`src/rtl/fa_pipe_n.sv`:
```
// Pipelined W-bit adder/subtractor: each of STAGES stages adds one W/STAGES-bit
// slice, with a valid/ready handshake and per-stage valid bits so bubbles collapse.
module fa_pipe_n #(
  parameter int W      = 16,
  parameter int STAGES = 4
) (
  input  logic         clk,
  input  logic         rst_n,
  input  logic         in_valid,
  output logic         in_ready,
  input  logic [W-1:0] a,
  input  logic [W-1:0] b,
  input  logic         c_in,
  input  logic         sub,
  output logic         out_valid,
  input  logic         out_ready,
  output logic [W-1:0] s,
  output logic         c_out,
  output logic         ovf
);

  localparam int SW = W / STAGES;

  // One in-flight beat: operands (effective B already folded in), the sum
  // slices completed so far and the carry into the next slice.
  typedef struct packed {
    logic [W-1:0] a;
    logic [W-1:0] b;
    logic [W-1:0] s;
    logic         cy;
  } beat_t;

  logic [STAGES-1:0] vld_q, vld_d;
  logic [STAGES-1:0] adv;
  logic [STAGES-1:0] load;
  logic              in_rdy;
  beat_t             stg_q [STAGES];
  beat_t             stg_d [STAGES];
  beat_t             src   [STAGES];

  // Handshake: walk from the output back to the input; a stage advances when
  // it holds a beat and the stage after it can take one this cycle.
  always_comb begin
    logic dn_rdy;
    // NOTE: combinational logic uses blocking '=' so each iteration sees the
    // value just computed; state registers below use non-blocking '<='.
    dn_rdy = out_ready;
    adv    = '0;
    for (int k = STAGES - 1; k >= 0; k--) begin
      adv[k] = vld_q[k] && dn_rdy;
      dn_rdy = !vld_q[k] || adv[k];
    end
    in_rdy = dn_rdy;

    load    = '0;
    load[0] = in_valid && in_rdy;
    for (int k = 1; k < STAGES; k++) begin
      load[k] = adv[k-1];
    end

    for (int k = 0; k < STAGES; k++) begin
      vld_d[k] = load[k] || (vld_q[k] && !adv[k]);
    end
  end

  // Datapath: stage k adds slice k of its source beat and records the carry.
  always_comb begin
    logic [SW:0] sl;
    sl     = '0;
    src[0] = '{a: a, b: (sub ? ~b : b), s: '0, cy: (sub | c_in)};
    for (int k = 1; k < STAGES; k++) begin
      src[k] = stg_q[k-1];
    end
    for (int k = 0; k < STAGES; k++) begin
      sl = {1'b0, src[k].a[k*SW +: SW]} + {1'b0, src[k].b[k*SW +: SW]}
         + {{SW{1'b0}}, src[k].cy};
      stg_d[k]                = src[k];
      stg_d[k].s[k*SW +: SW]  = sl[SW-1:0];
      stg_d[k].cy             = sl[SW];
    end
  end

  always_ff @(posedge clk or negedge rst_n) begin
    if (!rst_n) begin
      vld_q <= '0;
      // NOTE: the datapath registers are reset too, because the result
      // outputs read straight from the last stage and must be zero in reset.
      for (int k = 0; k < STAGES; k++) begin
        stg_q[k] <= '0;
      end
    end else begin
      vld_q <= vld_d;
      for (int k = 0; k < STAGES; k++) begin
        if (load[k]) begin
          stg_q[k] <= stg_d[k];
        end
      end
    end
  end

  assign in_ready  = in_rdy;
  assign out_valid = vld_q[STAGES-1];
  assign s         = stg_q[STAGES-1].s;
  assign c_out     = stg_q[STAGES-1].cy;
  // Signed overflow: operands agree in sign but the sum does not.
  assign ovf       = (stg_q[STAGES-1].a[W-1] == stg_q[STAGES-1].b[W-1]) &&
                     (stg_q[STAGES-1].s[W-1] != stg_q[STAGES-1].a[W-1]);

endmodule

```
`config.mk`:
```
export PLATFORM = sky130hd
export DESIGN_NAME = fa_pipe_n
export DESIGN_NICKNAME = d
export VERILOG_FILES = /design/src/rtl/fa_pipe_n.sv
export SDC_FILE = /design/constraint.sdc
export NUM_CORES = 1
export LEC_CHECK = 0
export ABC_AREA = 1
export CORE_ASPECT_RATIO = 1.2
export CORE_MARGIN = 8
export CORE_UTILIZATION = 54
export CTS_CLUSTER_SIZE = 20
export DETAILED_ROUTE_END_ITERATION = 8
export GPL_ROUTABILITY_DRIVEN = 0
export PLACE_DENSITY_LB_ADDON = 0.3
export REMOVE_ABC_BUFFERS = 1
export SYNTH_ARGS = -nofsm -noshare
export SYNTH_HDL_FRONTEND = slang
export SYNTH_SLANG_ARGS = --single-unit
```
`constraint.sdc`:
```
create_clock -name clk -period 2.4 [get_ports clk]
set_clock_uncertainty 0.1 [all_clocks]
set_input_delay 0.36 -clock clk [delete_from_list [all_inputs] [get_ports clk]]
set_output_delay 0.36 -clock clk [all_outputs]
set_load 0.01 [all_outputs]
```
Word level (Yosys, flattened, before mapping). Cells that the tools add are included.

Word-level logic and storage cells: 56. Output and inout port bits: 20. Flip-flop bits (word level): 176. Input port bits: 38.

Reduce and logical (&&, ||, !) cells: 26. Multiplexer cells: 1. Equality and inequality tests: 2. Bitwise operators: 2. Add/subtract/negate cells: 8.

Operator list (number): $add 4x4->5 (4); $add 5x1->5 (4); $mux 16 (1); $not 16->16 (1); $logic_and 1x1->1 (10); $logic_not 1->1 (8); $logic_or 1x1->1 (8); $eq 1x1->1 (1); $ne 1x1->1 (1); $or 1x1->1 (1).

Longest topological paths before layout. Gate-level depths: netlist of run 1.

Word-level depth: 10. Gate-level depth with buffers: 10. Gate-level depth less buffers: 8.

Least setup slack after synthesis of run 1. No wires, ideal clock.

Path type: input port to flip-flop. From: in sub. To: reg stg_q, in the netlist src[101]. Cell stages on the path: 8. Buffers on the path: 2. Slack: 107 ps. Arrival time: 2076 ps. Setup time: 117 ps. Data required time: 2183 ps. Cells stage by stage: buf_2 -> buf_4 -> or2_2 -> fa_1 -> fa_1 -> xor2_1 -> nand3_1 -> nand2_1.

Word-level cells in the longest chain between the ends: 3. Elaborated cells between the ends (all ways): 4. Those cells by class: add/sub: 2; mux: 1; bitwise: 1.

Ends and longest elaborated chain: start: declaration (RTL line 14) `input logic sub,`; $mux 16 (RTL line 70) `src[0] = '{a: a, b: (sub ? ~b : b), s: '0, cy: (sub | c_in)};`; $add 4x4->5 (RTL line 75) `sl = {1'b0, src[k].a[k*SW +: SW]} + {1'b0, src[k].b[k*SW +: SW]}`; $add 5x1->5 * (RTL line 76) `+ {{SW{1'b0}}, src[k].cy};`; end signal: indexed assignment (RTL line 95) `stg_q[k] <= stg_d[k];`; end: declaration (RTL line 37) `beat_t stg_q [STAGES];`.

Every way passes the cells marked *; elsewhere a longest branch is shown, timed or not. A chain may end at the register's enable or synchronous reset.

Worst setup path in the final report of run 1.
From: in out_ready. To: out in_ready.

Word-level cells in the longest chain between the ends: 8.

Ends and longest elaborated chain: start: declaration (RTL line 16) `input logic out_ready,`; $logic_and 1x1->1 (RTL line 50) `adv[k] = vld_q[k] && dn_rdy;`; $logic_or 1x1->1 (RTL line 51) `dn_rdy = !vld_q[k] || adv[k];`; $logic_and 1x1->1 (RTL line 50); $logic_or 1x1->1 (RTL line 51); $logic_and 1x1->1 (RTL line 50); $logic_or 1x1->1 (RTL line 51); $logic_and 1x1->1 (RTL line 50); $logic_or 1x1->1 (RTL line 51); end: declaration (RTL line 10) `output logic in_ready,`.

No other way between the ends.

==> results of run 1 <==
## sequential cells by signal, summed over array words and instances (netlist names)
register	count
stg_q	2
s	16
c_out	1
src	75
vld_q	4
## kinds of logic (layout without fill, tap and decap cells)
logic type	count (synthesis)	after routing	share of synthesized area
AOI/OAI and AO/OA	41	41	0.0451
xor gates and xnor gates	19	19	0.0366
adders and majority gates	20	20	0.0682
buffers and inverters	71	120	0.0776
DFF	98	98	0.539
and+or+nand+nor	263	263	0.233
## per-stage QoR
step                      std cells  total power, mW
after floorplan                 474             3.26
after detailed placement        658             3.93
after global placement          658             3.85
after global routing            675             5.41
final                           675             5.02
after CTS                       675             5.08
## Yosys cell counts
cell type / instances
inv_1: 32
nand3b_1: 4
clkbuf_1: 9
nand2_1: 211
xnor2_1: 1
nor2_1: 5
o21ai_0: 33
buf_6: 1
nand4_1: 2
nand3_1: 39
or2_2: 2
inv_2: 1
a21oi_1: 8
buf_4: 18
dfrtp_1: 98
xor2_1: 18
ha_1: 12
buf_1: 1
fa_1: 8
buf_2: 9
## layer usage
metal  global-route usage  up-vias  part of all wire  wire [um]
met4               0.0789        0             0.021        161
met2                0.255       64              0.49       3770
met3               0.0352       11             0.044        343
met5                    0        -                 0          0
met1                0.179     1451              0.45       3490
li1                     -     1674                 -          -
## cell type report
class / count / area, um2
fill: 698 / 2780
sequential: 98 / 2450
multi-input combinational: 343 / 1740
timing repair buffer: 71 / 688
clock buffer: 12 / 145
tap: 114 / 143
inverter: 33 / 124
clock inverter: 4 / 75.1
## worst paths after layout
kind                       startpoint  endpoint  slack, ns  cells after the start
max in group asynchronous       rst_n     s[14]       1.16                      3
max reg2reg                    src[0]     s[14]       0.62                      4
min reg2reg                  src[128]   src[79]       0.37                      2
min                          src[128]   src[79]       0.37                      2
max                         out_ready  in_ready       0.26                      6
min in group asynchronous       rst_n  vld_q[0]       0.44                      2
## where the power goes
group | switching (mW) | total (mW) | internal (mW) | leakage [nW]
registers | 0.268 | 2.41 | 2.14 | 1.22
clock network | 0.523 | 1.14 | 0.616 | 0.103
logic | 0.758 | 1.47 | 0.713 | 1.43
total | 1.55 | 5.02 | 3.47 | 2.75
## tightest hold or removal path, stage by stage, from the launching register on
cell     delay [ns]
dfrtp_1        0.34
nand2_1        0.05
nand2_1        0.05
==> key figures, run 1 <==
Status
  • Outcome: finished clean

Timing
  • Fin. Hold Viols: 0
  • Setup ws final: 0.264 ns
  • Slew Limit Fails: 0
  • F_max: approximately 0.47 GHz
  • Worst-margin pin slew: 0.521 ns
  • Max_slew headroom: 0.653
  • Final Cycle Share: 0.890
  • Fin crit period: 2.14 ns
  • Final setup vio count: 0
  • Setup_tns: 0 ns
  • Unrepaired setup endpoints after global routing: no
  • WHS: 0.375 ns

Floorplan
  • Die area: 11,600 um2
  • Area of the core: 8150 um2
  • IO Count: 58
  • Die H: 117 um
  • Initial Utilization: 0.558
  • Die Span X: 99.8 um
  • FP Rows: 36

Critical path
  • Crit-path max FO: 3
  • Critical Path End Type: output pin
  • CP Data Required Time: ~1.9 ns
  • Crit path top cell by count: clkdlybuf4s50_1
  • CP delay by family, top: buffers and inverters
  • Crit-path max cell delay: 0.55 ns
  • CP max stage cell: clkdlybuf4s50_1
  • CP cell instances: clkdlybuf4s50_1 -> inv_1 -> nand3_1 -> nor2_1 -> nand2_1 -> clkdlybuf4s50_1
  • Buf/Inv on CP: 3
  • Kind of critical path: input pin to output pin
  • Crit path DAT: 1.68 ns
  • Crit start category: input pin

Synth
  • Seq/Total Area, Yosys: 0.539
  • #FFs+latches synth: 98
  • Area leader, netlist: dfrtp_1
  • Leading post-synthesis cells by cell area: dfrtp_1 (54%), nand2_1 (17%), nand3_1 (4.3%)
  • Post-Syn Instances: 512
  • Top cell type's share of synthesized area: 0.539
  • Yosys warnings: 0
  • Synth cell types: 20
  • Mapped Avg Cell Area: approximately 9 um2
  • Synthesized area: 4550 um2

Layout
  • Commonest cells after routing, fill and taps aside: nand2_1 (211), dfrtp_1 (98), clkdlybuf4s50_1 (56), nand3_1 (39), o21ai_0 (33)
  • Share of cells above drive strength 1: 0.0553
  • Antenna diodes: 0
  • Area growth from synthesis to layout: 18.1%
  • Utilization after layout: 0.659
  • Layout Nets: 614
  • Most common cell after layout, fill and taps aside: nand2_1
  • Post-route cell area: about 5400 um2

CTS
  • CTS Buf Count: 9
  • Post-cts repair resize count: 0
  • Postcts setup bufs: 0
  • CTS tree: built
  • Worst skew pair latency: approximately 0.36 ns
  • H-tree levels: 3
  • Worst-path clk slew: 0.08 ns
  • Clock sinks: 98
  • Max Root-Sink Buffers: 2
  • Hold_buf cts: 1
  • Clk root buf: clkbuf_8

Detailed routing
  • Routed Antenna Nets: 0
  • Routed vias: approximately 3,200
  • DR iter-0 viols: 99
  • Routed WL per cell: 11.5 um
  • Pre-Repair DR Iteration Count: 5
  • DR vias/cell: ~4.7
  • DRC: 0
  • Routed WL: 7760 um

Global route
  • Largest net degree at the start of global routing: between 40 and 50
  • Vias in the first global route: 3,241
  • All-Layer GR Usage: 0.152
  • Grt ovf: 0
  • Initial antenna violation count: 0
  • Global-route wire length before repair: 14,200 um

Place
  • Post-DP HPWL: between 5000 and 6000 um
  • Post-Place Worst Slack: -0.130 ns
  • # port buffers: 57
  • Post-DP Area: between 5000 and 6000 um2

Pwr
  • Peak VDD IR: 0.316 mV
  • Pleak: about 2.8 nW
  • Pwr dens: 934 nW/um2

Flow run
  • Max cap viols: 0

Hold path
  • Min-Delay Path Class: flip-flop to flip-flop
Note: power is estimated with default switching activity, not from simulation.
==> inputs of run 2 (changes only) <==
- CTS_BUF_LIST: default -> sky130_fd_sc_hd__clkbuf_4 sky130_fd_sc_hd__clkbuf_8
==> run 2 against run 1 <==
  * Sequential power is essentially flat
  * Register-to-register slack is essentially flat
  * Via count shrank 0.13%
  * Sequential share of layout area shrank 0.064 points
  * First-iteration DRC count grew 9.1%
  * Combinational power is essentially flat
  * Clock-buffer cell count is the same
  * Critical endpoint is now src[101]
==> key figures, run 2 (synthesis gave the netlist of run 1 again) <==
Status
  • Outcome: finished clean

Critical path
  • Reg2Reg Depth: 7
  • Reg2reg start: src[49]
  • Crit-path max FO: 4
  • R2R Setup Slk: 0.62 ns
  • CP Data Required Time: 2.56 ns
  • Crit-path max cell delay: 0.48 ns
  • Crit path DAT: 2.30 ns
  • Worst R2R End: src[11]
  • Kind of critical path: input pin to flip-flop
  • CP cell instances: clkdlybuf4s50_1 -> or2_2 -> fa_1 -> fa_1 -> xor2_1 -> nand3_1 -> nand2_1
  • Critical Path End Type: flip-flop
  • Crit start category: input pin
  • CP max stage cell: clkdlybuf4s50_1
  • Crit path top cell by count: fa_1

Floorplan
  • Die area: 11,600 um2
  • Area of the core: 8150 um2
  • IO Count: 58
  • Die H: 117 um
  • FP Rows: 36
  • Die Span X: 99.8 um
  • Initial Utilization: 0.558

Detailed routing
  • DRC: 0
  • Routed WL per cell: 11.6 um
  • Routed vias: between 3,000 and 4,000
  • Routed Antenna Nets: 0
  • DR iter-0 viols: around 110
  • Routed WL: 7820 um
  • Pre-Repair DR Iteration Count: 4
  • DR vias/cell: 4.73

Layout
  • Commonest cells after routing, fill and taps aside: nand2_1 (211), dfrtp_1 (98), clkdlybuf4s50_1 (56), nand3_1 (39), o21ai_0 (33)
  • Post-route cell area: 5380 um2
  • Max reg flops: 75
  • Antenna diodes: 0
  • Utilization after layout: 0.660
  • Most common cell after layout, fill and taps aside: nand2_1
  • # fillers: 690
  • Fin cells: 675
  • Layout Nets: 614
  • Share of cells above drive strength 1: 0.0588
  • Area growth from synthesis to layout: 18.2%

Place
  • # port buffers: 57
  • Placed insts: 658
  • Post-DP Area: approximately 5100 um2
  • Post-Place Worst Slack: -0.130 ns
  • Post-DP HPWL: 5870 um

CTS
  • Post-cts repair resize count: 0
  • H-tree levels: 3
  • Clock sinks: 98
  • CTS tree: built
  • Worst skew pair latency: about 0.36 ns
  • Clk root buf: clkbuf_8
  • Worst-path clk slew: 0.08 ns
  • CTS Buf Count: 9
  • Max Root-Sink Buffers: 2

Timing
  • Final Cycle Share: 0.895
  • Fin. Hold Viols: 0
  • Fin crit period: about 2.1 ns
  • WHS: around 0.37 ns
  • Slew Limit Fails: 0
  • Setup_tns: 0 ns
  • Final setup vio count: 0
  • F_max: 0.465 GHz
  • Max_slew headroom: 0.656
  • Worst-margin pin slew: about 0.52 ns
  • Unrepaired setup endpoints after global routing: no
  • Setup ws final: 0.251 ns

Pwr
  • Pwr dens: between 900 and 1000 nW/um2
  • Total Power: 5.04 mW
  • Pleak: 2.76 nW
  • Peak VDD IR: 0.318 mV

Hold path
  • Hold Crit Endpoint: src[79]
  • Min-delay src: src[128]
  • Hold Path Depth: 2
  • Min-Delay Path Class: flip-flop to flip-flop

Global route
  • Vias in the first global route: around 3,300
  • Grt ovf: 0
  • Initial antenna violation count: 0
  • Global-route wire length before repair: 14,200 um
  • All-Layer GR Usage: 0.153
  • Largest net degree at the start of global routing: 43

Flow run
  • Max cap viols: 0
-- run 2: where the power goes --
group | total, mW | switching [mW] | leakage (nW) | internal [mW]
registers | 2.41 | 0.269 | 1.22 | 2.14
clock network | 1.16 | 0.523 | 0.110 | 0.639
logic | 1.47 | 0.760 | 1.43 | 0.713
-- run 2: cell type report --
| class | count | area (um2) | area share |
|---|---|---|---|
| inverters | 33 | 124 | 0.0230 |
| clock buffers | 12 | 153 | 0.0284 |
| multi-input cells | 343 | 1740 | 0.324 |
| flip-flops and latches | 98 | 2450 | 0.456 |
| clock inverters | 4 | 75.1 | 0.0140 |
| repair buffers | 71 | 688 | 0.128 |
| well taps | 114 | 143 | 0.0265 |
-- run 2: metal layers --
layer  wire length (um)  global-route usage  up-vias  part of all wire
met5                  0                   0        -                 0
li1                   -                   -     1673                 -
met3                322              0.0352       12             0.041
met4                161              0.0789        0             0.021
met1               3490               0.180     1449              0.45
met2               3850               0.257       62              0.49
-- run 2: worst max path at each step --
| stage | to | depth (start not counted) | startpoint | slack (ns) |
|---|---|---|---|---|
| 2_1_floorplan | src[102] | 6 | vld_q[3] | 0.25 |
| 3_3_place_gp | src[101] | 7 | sub | -0.10 |
| 3_5_place_dp | src[101] | 7 | sub | -0.13 |
| 4_1_cts | src[101] | 7 | sub | 0.26 |
| 5_1_grt | src[101] | 7 | sub | 0.15 |
| 6_report | src[101] | 7 | sub | 0.25 |
-- run 2: critical path: cells and delay by family --
| kind | cells | cell delay [ns] |
|---|---|---|
| xor+xnor | 1 | 0.15 |
| fa+ha+maj | 2 | 0.83 |
| buf+inv | 1 | 0.48 |
| simple gates | 3 | 0.48 |
-- run 2: what timing repair did --
action,4_1_cts,5_1_grt
hold endpoints to repair,40,0
setup buffers,0,0
hold buffers,1,0
==> inputs of run 3 (changes only) <==
- CORE_MARGIN: 8 -> default
==> run 3 against run 2 <==
  * Register-to-register slack got worse by 0.03 ns
  * First-iteration DRC count up 70%
  * Design area down 1.0%
  * Clock-buffer cell count up 2
  * Die area shrank 24%
  * Critical path type unchanged
  * Highest routed layer unchanged
==> key figures, run 3 (synthesis gave the netlist of run 1 again) <==
Status
  • Outcome: finished clean

Layout
  • Antenna diodes: 0
  • Post-route cell area: 5320 um2
  • Layout Nets: 612
  • Most common cell after layout, fill and taps aside: nand2_1
  • Utilization after layout: 0.653
  • Area growth from synthesis to layout: 17.1%
  • Share of cells above drive strength 1: 0.0538
  • Max reg flops: 75
  • Fin cells: 672
  • Commonest cells after routing, fill and taps aside: nand2_1 (211), dfrtp_1 (98), clkdlybuf4s50_1 (56), nand3_1 (39), o21ai_0 (33)

Detailed routing
  • DRC: 0
  • Routed WL per cell: 11.5 um
  • DR iter-0 viols: 184
  • Routed Antenna Nets: 0
  • DR vias/cell: approximately 4.8
  • Pre-Repair DR Iteration Count: 4
  • Routed vias: 3,223
  • Routed WL: 7740 um

CTS
  • Max Root-Sink Buffers: 2
  • H-tree levels: 3
  • Worst skew pair latency: around 0.35 ns
  • Clock sinks: 98
  • Clk root buf: clkbuf_8
  • CTS tree: built
  • CTS Buf Count: 9
  • Worst-path clk slew: around 0.080 ns

Timing
  • Slew Limit Fails: 0
  • F_max: 0.467 GHz
  • Final setup vio count: 0
  • Max_slew headroom: 0.656
  • Worst-margin pin slew: slightly above 0.5 ns
  • Unrepaired setup endpoints after global routing: no
  • Final Cycle Share: 0.893
  • WHS: roughly 0.37 ns
  • Fin. Hold Viols: 0
  • Setup_tns: 0 ns
  • Fin crit period: 2.14 ns
  • Setup ws final: 0.257 ns

Place
  • Placed insts: 656
  • Post-Place Worst Slack: -0.117 ns
  • Post-DP HPWL: approximately 5600 um
  • # port buffers: 57
  • Post-DP Area: 5120 um2

Global route
  • Largest net degree at the start of global routing: between 50 and 60
  • Initial antenna violation count: 0
  • Grt ovf: 0
  • Global-route wire length before repair: 13,500 um
  • All-Layer GR Usage: 0.197
  • Vias in the first global route: 3,141

Pwr
  • Peak VDD IR: 0.299 mV
  • Pwr dens: slightly above 900 nW/um2
  • Total Power: 4.87 mW
  • Pleak: 2.74 nW

Critical path
  • Crit-path max FO: 4
  • Crit path DAT: 2.29 ns
  • R2R Setup Slk: 0.59 ns
  • Crit-path max cell delay: between 0.4 and 0.5 ns
  • CP max stage cell: clkdlybuf4s50_1
  • Kind of critical path: input pin to flip-flop
  • Crit path top cell by count: fa_1
  • CP cell instances: clkdlybuf4s50_1 -> or2_2 -> fa_1 -> fa_1 -> xor2_1 -> nand3_1 -> nand2_1
  • Critical Path End Type: flip-flop
  • CP Data Required Time: between 2 and 3 ns
  • Crit start category: input pin

Hold path
  • Min-Delay Path Class: flip-flop to flip-flop

Floorplan
  • Area of the core: 8150 um2
  • Initial Utilization: 0.558
  • FP Rows: 36
  • Die H: ~100 um
  • Die area: 8790 um2
  • Die Span X: roughly 86 um
  • IO Count: between 50 and 60

Flow run
  • Max cap viols: 0
==> run 3: path summary, 6_finish.rpt <==
kind / start / endpoint / cells after the start
min: src[139] / src[90] / 2
min reg2reg: src[139] / src[90] / 2
max reg2reg: src[98] / src[56] / 5
min in group asynchronous: rst_n / c_out / 2
max: sub / src[101] / 7
max in group asynchronous: rst_n / src[102] / 3
==> run 3: metal layers <==
metal / vias up / part of all wire / track usage / wire length, um
li1: 1663 / - / - / -
met1: 1473 / 0.45 / 0.241 / 3460
met2: 69 / 0.50 / 0.341 / 3870
met3: 18 / 0.026 / 0.0256 / 198
met4: 0 / 0.028 / 0.109 / 214
met5: - / 0 / 0 / 0
==> run 3: power breakdown <==
| part | internal [mW] | switching (mW) |
|---|---|---|
| Clock | 0.482 | 0.511 |
| Sequential | 2.14 | 0.274 |
| Combinational | 0.709 | 0.755 |
==> run 3: area by class of cell <==
| type | count | area, um2 |
|---|---|---|
| repair buffers | 69 | 673 |
| multi-input cells | 343 | 1740 |
| well taps | 114 | 143 |
| clock inverters | 1 | 8.76 |
| fillers | 712 | 2830 |
| clock buffers | 14 | 180 |
| inverters | 33 | 124 |
| flip-flops and latches | 98 | 2450 |
==> run 3: timing repair <==
action	CTS	global route
hold endpoints to repair	40	0
setup buffers	0	0
resized for setup	0	0
hold buffers	1	0
==> run 3: worst max-delay path: cells and delay by family <==
| kind | cells | cell delay (ns) |
|---|---|---|
| and+or+nand+nor | 3 | 0.47 |
| buffers and inverters | 1 | 0.47 |
| adders and majority gates | 2 | 0.83 |
| xor gates and xnor gates | 1 | 0.15 |
